==> src/rtl/issue_select_if.sv <==
// Issue/squash handshake bundle between the RS slots, the select stage and the ALU.
interface issue_select_if #(
  parameter int unsigned NUM_SLOTS = 8,
  parameter int unsigned IDX_W     = $clog2(NUM_SLOTS)
);
  logic                 flush;
  logic [NUM_SLOTS-1:0] slot_ready;
  logic [NUM_SLOTS-1:0] slot_pred_valid;
  logic                 issue_valid;
  logic                 issue_ready;
  logic [IDX_W-1:0]     issue_slot;
  logic                 squash_valid;
  logic [IDX_W-1:0]     squash_slot;
  logic [NUM_SLOTS-1:0] slot_ack;
  logic [NUM_SLOTS-1:0] done_mask;
  logic                 busy;

  // Select stage side
  modport master (
    input  flush, slot_ready, slot_pred_valid, issue_ready,
    output issue_valid, issue_slot, squash_valid, squash_slot,
           slot_ack, done_mask, busy
  );

  // RS slots / ALU side
  modport slave (
    output flush, slot_ready, slot_pred_valid, issue_ready,
    input  issue_valid, issue_slot, squash_valid, squash_slot,
           slot_ack, done_mask, busy
  );
endinterface

==> src/rtl/issue_select.sv <==
// Wakeup/select stage: round-robin issue of one predicate-true slot per cycle
// to the ALU, plus lowest-index retirement of one predicate-false slot per cycle.
module issue_select #(
  parameter int unsigned NUM_SLOTS = 8,
  parameter int unsigned IDX_W     = $clog2(NUM_SLOTS)
) (
  input logic          clk,
  input logic          rst,
  issue_select_if.master bus
);

  logic                 issue_valid_q, issue_valid_d;
  logic [IDX_W-1:0]     issue_slot_q, issue_slot_d;
  logic                 squash_valid_q, squash_valid_d;
  logic [IDX_W-1:0]     squash_slot_q, squash_slot_d;
  logic [NUM_SLOTS-1:0] done_mask_q, done_mask_d;
  logic [IDX_W-1:0]     rr_ptr_q, rr_ptr_d;

  logic [NUM_SLOTS-1:0] issue_elig;
  logic [NUM_SLOTS-1:0] squash_elig;
  logic                 issue_found;
  logic [IDX_W-1:0]     issue_sel;
  logic [IDX_W-1:0]     rr_idx;
  logic                 squash_found;
  logic [IDX_W-1:0]     squash_sel;
  logic                 issue_free;
  logic [NUM_SLOTS-1:0] slot_ack;

  // Per-slot eligibility; predicate splits ready slots into issue vs squash
  always_comb begin
    issue_elig  = bus.slot_ready &  bus.slot_pred_valid & ~done_mask_q;
    squash_elig = bus.slot_ready & ~bus.slot_pred_valid & ~done_mask_q;
  end

  // Round-robin pick: first issue-eligible slot at or above rr_ptr, wrapping
  always_comb begin
    issue_found = 1'b0;
    issue_sel   = '0;
    rr_idx      = '0;
    for (int unsigned i = 0; i < NUM_SLOTS; i++) begin
      rr_idx = rr_ptr_q + IDX_W'(i);
      if (!issue_found && issue_elig[rr_idx]) begin
        issue_found = 1'b1;
        issue_sel   = rr_idx;
      end
    end
  end

  // Fixed-priority pick: lowest-index squash-eligible slot
  always_comb begin
    squash_found = 1'b0;
    squash_sel   = '0;
    for (int unsigned i = 0; i < NUM_SLOTS; i++) begin
      if (!squash_found && squash_elig[i]) begin
        squash_found = 1'b1;
        squash_sel   = IDX_W'(i);
      end
    end
  end

  // Next-state for the issue register, squash register, done mask and pointer
  always_comb begin
    issue_valid_d  = issue_valid_q;
    issue_slot_d   = issue_slot_q;
    squash_valid_d = squash_valid_q;
    squash_slot_d  = squash_slot_q;
    done_mask_d    = done_mask_q;
    rr_ptr_d       = rr_ptr_q;
    issue_free     = !issue_valid_q || bus.issue_ready;

    if (bus.flush) begin
      issue_valid_d  = 1'b0;
      issue_slot_d   = '0;
      squash_valid_d = 1'b0;
      squash_slot_d  = '0;
      done_mask_d    = '0;
      rr_ptr_d       = '0;
    end else begin
      if (issue_free) begin
        issue_valid_d = issue_found;
        if (issue_found) begin
          issue_slot_d           = issue_sel;
          done_mask_d[issue_sel] = 1'b1;
          // NUM_SLOTS is a power of two, so the increment wraps N-1 -> 0
          rr_ptr_d               = issue_sel + IDX_W'(1);
        end
      end
      squash_valid_d = squash_found;
      if (squash_found) begin
        squash_slot_d           = squash_sel;
        done_mask_d[squash_sel] = 1'b1;
      end
    end
  end

  // Slot-free acknowledge: issue handshake and squash pulse, suppressed by flush
  always_comb begin
    slot_ack = '0;
    if (!bus.flush) begin
      if (issue_valid_q && bus.issue_ready) slot_ack[issue_slot_q] = 1'b1;
      if (squash_valid_q)                   slot_ack[squash_slot_q] = 1'b1;
    end
  end

  // State registers with asynchronous clear
  always_ff @(posedge clk or posedge rst) begin
    if (rst) begin
      issue_valid_q  <= 1'b0;
      issue_slot_q   <= '0;
      squash_valid_q <= 1'b0;
      squash_slot_q  <= '0;
      done_mask_q    <= '0;
      rr_ptr_q       <= '0;
    end else begin
      issue_valid_q  <= issue_valid_d;
      issue_slot_q   <= issue_slot_d;
      squash_valid_q <= squash_valid_d;
      squash_slot_q  <= squash_slot_d;
      done_mask_q    <= done_mask_d;
      rr_ptr_q       <= rr_ptr_d;
    end
  end

  assign bus.issue_valid  = issue_valid_q;
  assign bus.issue_slot   = issue_slot_q;
  assign bus.squash_valid = squash_valid_q;
  assign bus.squash_slot  = squash_slot_q;
  assign bus.done_mask    = done_mask_q;
  assign bus.slot_ack     = slot_ack;
  assign bus.busy         = issue_valid_q | squash_valid_q;

endmodule

==> src/flat_wrapper.sv <==
// flat-port wrapper written by rule: the top's interface ports become plain ports
module issue_select_flat 
#(
  parameter int unsigned NUM_SLOTS = 8,
  parameter int unsigned IDX_W     = $clog2(NUM_SLOTS)
)
  (clk, rst, bus_flush, bus_slot_ready, bus_slot_pred_valid, bus_issue_ready, bus_issue_valid, bus_issue_slot, bus_squash_valid, bus_squash_slot, bus_slot_ack, bus_done_mask, bus_busy);
  issue_select_if #(.NUM_SLOTS(NUM_SLOTS), .IDX_W(IDX_W)) bus_i ();
  input logic clk;
  input logic rst;
  input wire logic [$bits(bus_i.flush)-1:0] bus_flush;
  input wire logic [$bits(bus_i.slot_ready)-1:0] bus_slot_ready;
  input wire logic [$bits(bus_i.slot_pred_valid)-1:0] bus_slot_pred_valid;
  input wire logic [$bits(bus_i.issue_ready)-1:0] bus_issue_ready;
  output wire logic [$bits(bus_i.issue_valid)-1:0] bus_issue_valid;
  output wire logic [$bits(bus_i.issue_slot)-1:0] bus_issue_slot;
  output wire logic [$bits(bus_i.squash_valid)-1:0] bus_squash_valid;
  output wire logic [$bits(bus_i.squash_slot)-1:0] bus_squash_slot;
  output wire logic [$bits(bus_i.slot_ack)-1:0] bus_slot_ack;
  output wire logic [$bits(bus_i.done_mask)-1:0] bus_done_mask;
  output wire logic [$bits(bus_i.busy)-1:0] bus_busy;
  assign bus_i.flush = bus_flush;
  assign bus_i.slot_ready = bus_slot_ready;
  assign bus_i.slot_pred_valid = bus_slot_pred_valid;
  assign bus_i.issue_ready = bus_issue_ready;
  assign bus_issue_valid = bus_i.issue_valid;
  assign bus_issue_slot = bus_i.issue_slot;
  assign bus_squash_valid = bus_i.squash_valid;
  assign bus_squash_slot = bus_i.squash_slot;
  assign bus_slot_ack = bus_i.slot_ack;
  assign bus_done_mask = bus_i.done_mask;
  assign bus_busy = bus_i.busy;
  issue_select #(.NUM_SLOTS(NUM_SLOTS), .IDX_W(IDX_W)) u_core (.clk(clk), .rst(rst), .bus(bus_i));
endmodule
==> config.mk <==
export PLATFORM = sky130hd
export DESIGN_NAME = issue_select_flat
export DESIGN_NICKNAME = d
export VERILOG_FILES = /design/src/rtl/issue_select_if.sv /design/src/rtl/issue_select.sv /design/src/flat_wrapper.sv
export SDC_FILE = /design/constraint.sdc
export NUM_CORES = 1
export LEC_CHECK = 0
export ABC_AREA = 0
export CORE_UTILIZATION = 55
export DETAILED_ROUTE_END_ITERATION = 8
export MAX_ROUTING_LAYER = met4
export PLACE_DENSITY = 0.83
export SLEW_MARGIN = 20
export SYNTH_ARGS = -nofsm -noshare
export SYNTH_HDL_FRONTEND = slang
export SYNTH_SLANG_ARGS = --single-unit
==> constraint.sdc <==
create_clock -name clk -period 4.9 [get_ports clk]
set_input_delay 0.735 -clock clk [delete_from_list [all_inputs] [get_ports clk]]
set_output_delay 0.735 -clock clk [all_outputs]
set_load 0.01 [all_outputs]
---- Yosys cells after proc, flatten, opt, wreduce, memory -nomap -nowiden ----
Index checks and enable logic that the tools add are counted.
word-level totals
  bits in registers ....................... 19
  latch bits .............................. 0
  memory bits (writable) .................. 0
  bits in read-only memories .............. 0
  input port bits ......................... 20
  output and inout bits ................... 25
  memories ................................ 0
operators by class
  add/sub/neg operators ................... 8
  multiply operators ...................... 0
  divide/modulo/power cells ............... 0
  $lt $le $gt $ge ......................... 16
  equal/unequal tests ..................... 0
  shift operators ......................... 0
  muxes and demuxes ....................... 75
  bitwise logic cells ..................... 10
  reductions and logical operators ........ 39
operator list
  cell                                                  number
  two-way mux 8 bit                                     9
  two-way mux 3 bit                                     20
  < comparator 3 x 4 -> 1 bit (second input constant)   12
  AND 8 bit                                             4
  two-way mux 1 bit                                     32
  binary-select mux 1 bit (select 3 bit)                8
  OR 8 bit                                              3
  logical AND 1 bit                                     19
  inverter 8 bit                                        2
  zero test 1 bit                                       15
  adder 3 bit (second input constant)                   4
  demux 1 bit (select 3 bit)                            4
  >= comparator 3 x 1 -> 1 bit (second input constant)  4
  adder 3 x 1 -> 3 bit (second input constant)          2
  adder 3 x 2 -> 3 bit (second input constant)          2
  nonzero test 2 bit                                    3
  two-way mux 2 bit                                     2
  AND reduction 2 bit                                   1
  logical OR 1 bit                                      1
  OR 1 bit                                              1

---- Longest topological paths before layout ----
  word-level depth ........................ 37
  depth in mapped cells ................... 17
  depth with buffers taken out ............ 14

---- Worst setup path after synthesis ----
OpenSTA, ideal clock, no wires.
  path type ............................... register to register
  start ................................... register u_core.rr_ptr_q[1]
  end ..................................... register u_core.rr_ptr_q[2]
  library setup time ...................... 0.082 ns
  arrival time ............................ 3.225 ns
  slack ................................... 1.593 ns
  stages on the path, launching flop included .. 16
  cells stage by stage .................... dfrtp_1 clkinv_1 ha_1 buf_2 nand2b_1 a21oi_1 a221o_1 o311a_1 nor2_1 nor2_1 o22a_1 inv_1 ha_1 inv_1 or3_1 a31oi_1
on the way
  word-level cells in the longest chain between the ends .. 28
  elaborated cells on any way between the ends .. 59
  classes of those cells .................. add/sub (8); mux (35); reduce/logical (16)
ends and longest elaborated chain
  element                                                                        RTL line             RTL
  start, declared                                                                issue_select.sv:17   logic [IDX_W-1:0] rr_ptr_q, rr_ptr_d;
  start signal, assigned                                                         issue_select.sv:120  rr_ptr_q <= rr_ptr_d;
  parallel branches: the longest is 28 deep, another holds adder 3 x 1 -> 3 bit  --
Parallel ways; which one is timed is not known. The select of a mux whose other input is x is not followed.
A chain may end at the register's enable or synchronous reset.

---- Worst setup path after layout ----
  start ................................... register u_core.rr_ptr_q[1]
  end ..................................... register u_core.done_mask_q[4] (netlist: u_core.bus.done_mask[4])
on the way
  word-level cells in the longest chain between the ends .. 35
  elaborated cells on any way between the ends .. 65
  classes of those cells .................. add/sub (7); order compare (2); mux (39); bitwise (2); reduce/logical (15)
ends and longest elaborated chain
  element                                                                        RTL line             RTL
  parallel branches: the longest is 29 deep, another holds adder 3 x 1 -> 3 bit  --
  two-way mux 8 bit *                                                            issue_select.sv:81   if (issue_found) begin
  two-way mux 8 bit *                                                            issue_select.sv:79   if (issue_free) begin
  two-way mux 8 bit *                                                            issue_select.sv:71   if (bus.flush) begin
  OR 8 bit (no line)                                                             --
  two-way mux 8 bit *                                                            issue_select.sv:89   if (squash_found) begin
  two-way mux 8 bit *                                                            issue_select.sv:71
  net u_core.done_mask_d[4]                                                      issue_select.sv:16   logic [NUM_SLOTS-1:0] done_mask_q, done_mask_d;
  end signal, assigned                                                           issue_select.sv:119  done_mask_q <= done_mask_d;
  end, declared                                                                  issue_select.sv:16
Mark *: on every way through the listed nets, which the timed path passes. The select of a mux whose other input is x is not followed.

==> flow_metrics.py <==
metrics = {
    "run_status": {
        "status": "finished, final reports clean",
    },
    "setup_path": {
        "reg2reg_depth": 9,
        "start_kind": "flop",
        "end_kind": "flop",
        "r2r_end": "u_core.bus.done_mask[4]",
        "rrSetupSlack_ps": 930,
        "critPathMaxFanout": 18,
        "crit_arrival_ps": 4120,
        "critPathKind": "flop to flop",
        "worstReg2RegStart": "u_core.rr_ptr_q[1]",
        "crit_required_ps": 5050,
    },
    "timing": {
        "finalSetupViolCount": 0,
        "period_needed_ps": 3970,
        "fin_ws_ps": 925,
        "worst_pin_slew_ps": 903,
        "slew_headroom": 0.396,
        "tns_ps": 0,
        "slew_viol_final": 0,
        "hold_viol": 0,
        "fmax_ghz": 0.252,
        "fin_skew_ps": 2.83,
        "finalCritPeriodShare": 0.811,
        "rsz0062_at_grt": "no",
    },
    "die": {
        "initial_utilization": 0.578,
        "die-width_um": 69.9,
        "die-area_um2": 4880,
        "rows": 24,
        "core-area_um2": 4380,
        "boundaryPins": 45,
        "die_y_um": 69.9,
    },
    "clock_network": {
        "clockBufferDepth": 2,
        "cts_made_buffers": 3,
        "hold_buffers": 0,
        "tritoncts": "done",
        "clock-sinks": 19,
        "cts_setup_buffers": 0,
        "clockRootBuffer": "clkbuf_8",
        "clkLatencyLatePin_ps": 260,
        "clk_pin_slew_ps": 80,
        "cts_resized": 0,
        "htree_levels": 1,
    },
    "synth": {
        "synthFlopType": "dfrtp_1",
        "muxShareOfSynthArea": 0.175,
        "synth_xor_xnor_area_share": 0.0128,
        "synth_cell_types": 67,
        "synth_compound_area_frac": 0.282,
        "syn-num-nets": 322,
        "ys.warnings.count": 0,
        "syn_area_um2": 2530,
        "synth_enable_flop_cells": 0,
        "synth-simple-area-share": 0.260,
        "syn_area_per_cell_um2": 8.47,
        "synth_top_family_by_area": "compound AO/OA/AOI/OAI gates",
        "yosys.area.top_type": "dfrtp_1",
        "yosysTopAreaCellShare": 0.188,
        "synth-adder-area-share": 0.0148,
        "async_flop_share": 1.00,
        "seq_area_frac_synth": 0.188,
        "synth_seq_cells": 19,
        "syn_inst": 299,
        "synth.area.top_cells": "dfrtp_1, mux2i_1, nor2_1, mux4_2, mux4_1",
    },
    "route": {
        "drc": 0,
        "vias": 2699,
        "dr.pass1.iters": 5,
        "drt-wirelength-per-cell_um": 19.7,
        "drt_iter0_drc": 279,
        "routed_wl_mm": 7.60,
        "antenna_left": 0,
        "via_per_inst": 7.01,
    },
    "global_route": {
        "first_global_vias": 2463,
        "grt_max_degree": 28,
        "grt_use_total": 0.322,
        "antenna_found_initial": 0,
        "grt_pass1_wl_mm": 12.2,
        "grt-ovfl-total": 0,
    },
    "place": {
        "io_buffer_count": 44,
        "dp_worst_setup_slack_ps": 882,
        "dpl-instance-area_um2": 2940,
        "hpwlAfterDp_mm": 5.75,
        "gp_congestion": 1.00,
    },
    "hold_path": {
        "min_path_type": "flop to flop",
        "whs_endpoint": "u_core.bus.issue_slot[0]",
        "hold_start": "u_core.bus.issue_slot[0]",
        "hold_depth": 1,
    },
    "cells_and_area": {
        "final_area_um2": 2990,
        "syn2layout_area_growth_pct": 18.0,
        "drive_above_1_share": 0.0901,
        "fin_nets": 357,
        "antenna_cells": 0,
        "fillers": 368,
    },
    "run": {
        "cap_violations": 0,
    },
    "power_and_ir_drop": {
        "peakVddDrop_v": 0.000379,
        "p_per_area_nw_per_um2": 623,
        "p_leak_uw": 0.00122,
    },
}
-- cells in the mapped netlist (8+ instances only) --
master     n
o32ai_1    9
o21ai_0   14
dfrtp_1   19
nand2b_1  10
nand2_1   13
a21oi_1   14
inv_1     11
nor2_1    43
mux2i_1   17
nor2b_1    8
-- per-layer routing --
metal	global-route usage	routed length, um	vias to the layer above
met5	-	0	-
met4	0.0711	123	0
met3	0.0447	720	12
met2	0.481	3520	190
met1	0.467	3240	1267
li1	-	-	1230
-- how the worst max path moves through the flow --
stage	endpoint	slack, ps	depth (start not counted)	start
after global routing	u_core.rr_ptr_q[1]	580	13	u_core.rr_ptr_q[1]
after CTS	u_core.rr_ptr_q[2]	1000	14	u_core.rr_ptr_q[1]
final	u_core.bus.done_mask[4]	930	9	u_core.rr_ptr_q[1]
after detailed placement	u_core.rr_ptr_q[2]	880	13	bus_slot_pred_valid[3]
after floorplan	u_core.rr_ptr_q[2]	1590	15	u_core.rr_ptr_q[1]
after global placement	u_core.bus.done_mask[5]	950	9	bus_slot_pred_valid[3]
-- power by group --
part | internal (uW) | switching, uW | leakage, uW
sequential | 212 | 87.7 | 0.000248
combinational | 633 | 818 | 0.000947
clock | 57.4 | 55.6 | 0.0000217
total | 902 | 961 | 0.00122
-- cell type report --
type,instances,area (um2),share of cell area
multi-input combinational,249,1890,0.631
tap,52,65.1,0.0218
inverter,15,58.8,0.0197
timing repair buffer,46,455,0.152
clock buffer,3,41.3,0.0138
sequential,19,475,0.159
clock inverter,1,7.51,0.00251
-- stage by stage --
stage               hold WS [ps]  utilization  total power [uW]  std cells
floorplan                    592            -              1350        299
global placement             557        0.671              1700        381
detailed placement           575        0.671              1710        381
CTS                          586        0.682              1830        385
global route                 621        0.682              2000        385
finish                       579        0.682              1860        385
-- flip-flops by register name, indices dropped and copies added, names as in the netlist --
register / count
u_core.bus.done_mask: 8
u_core.bus.squash_valid: 1
u_core.bus.issue_valid: 1
u_core.rr_ptr_q: 3
u_core.bus.issue_slot: 3
u_core.bus.squash_slot: 3
-- placed cells by master, fill, tap and decap left out, drive strengths merged, types with 4 or more instances in the layout --
master	Yosys	layout
clkdlybuf4s50	0	44
o32ai	9	9
o221ai	5	5
o211a	4	4
nor2	43	43
inv	13	13
o22ai	5	5
a21oi	15	15
nand3	7	7
o211ai	4	4
o21ai	15	15
a22oi	4	4
nand3b	9	9
mux4	10	10
and3b	7	7
nand2	13	13
dfrtp	19	19
a32oi	4	4
and2	4	4
mux2i	17	17
a31oi	6	6
nand2b	10	10
nor2b	8	8
-- worst max-delay path: stages (launching register included) --
cell and delay [ps]:
dfrtp_1 350, clkinv_1 240, ha_1 790, mux2_2 400, mux4_1 600, nor2_1 220
nor2_1 90, a2111oi_2 620, nor2_1 180, o32ai_1 360
-- kinds of logic after synthesis --
family | Yosys count
XOR/XNOR | 2
buffers and inverters | 31
adder cells (fa/ha/maj) | 3
AND/OR/NAND/NOR | 119
flip-flops | 19
AO/OA/AOI/OAI | 95
multiplexers | 30
Note: power is estimated with default switching activity, not from simulation.
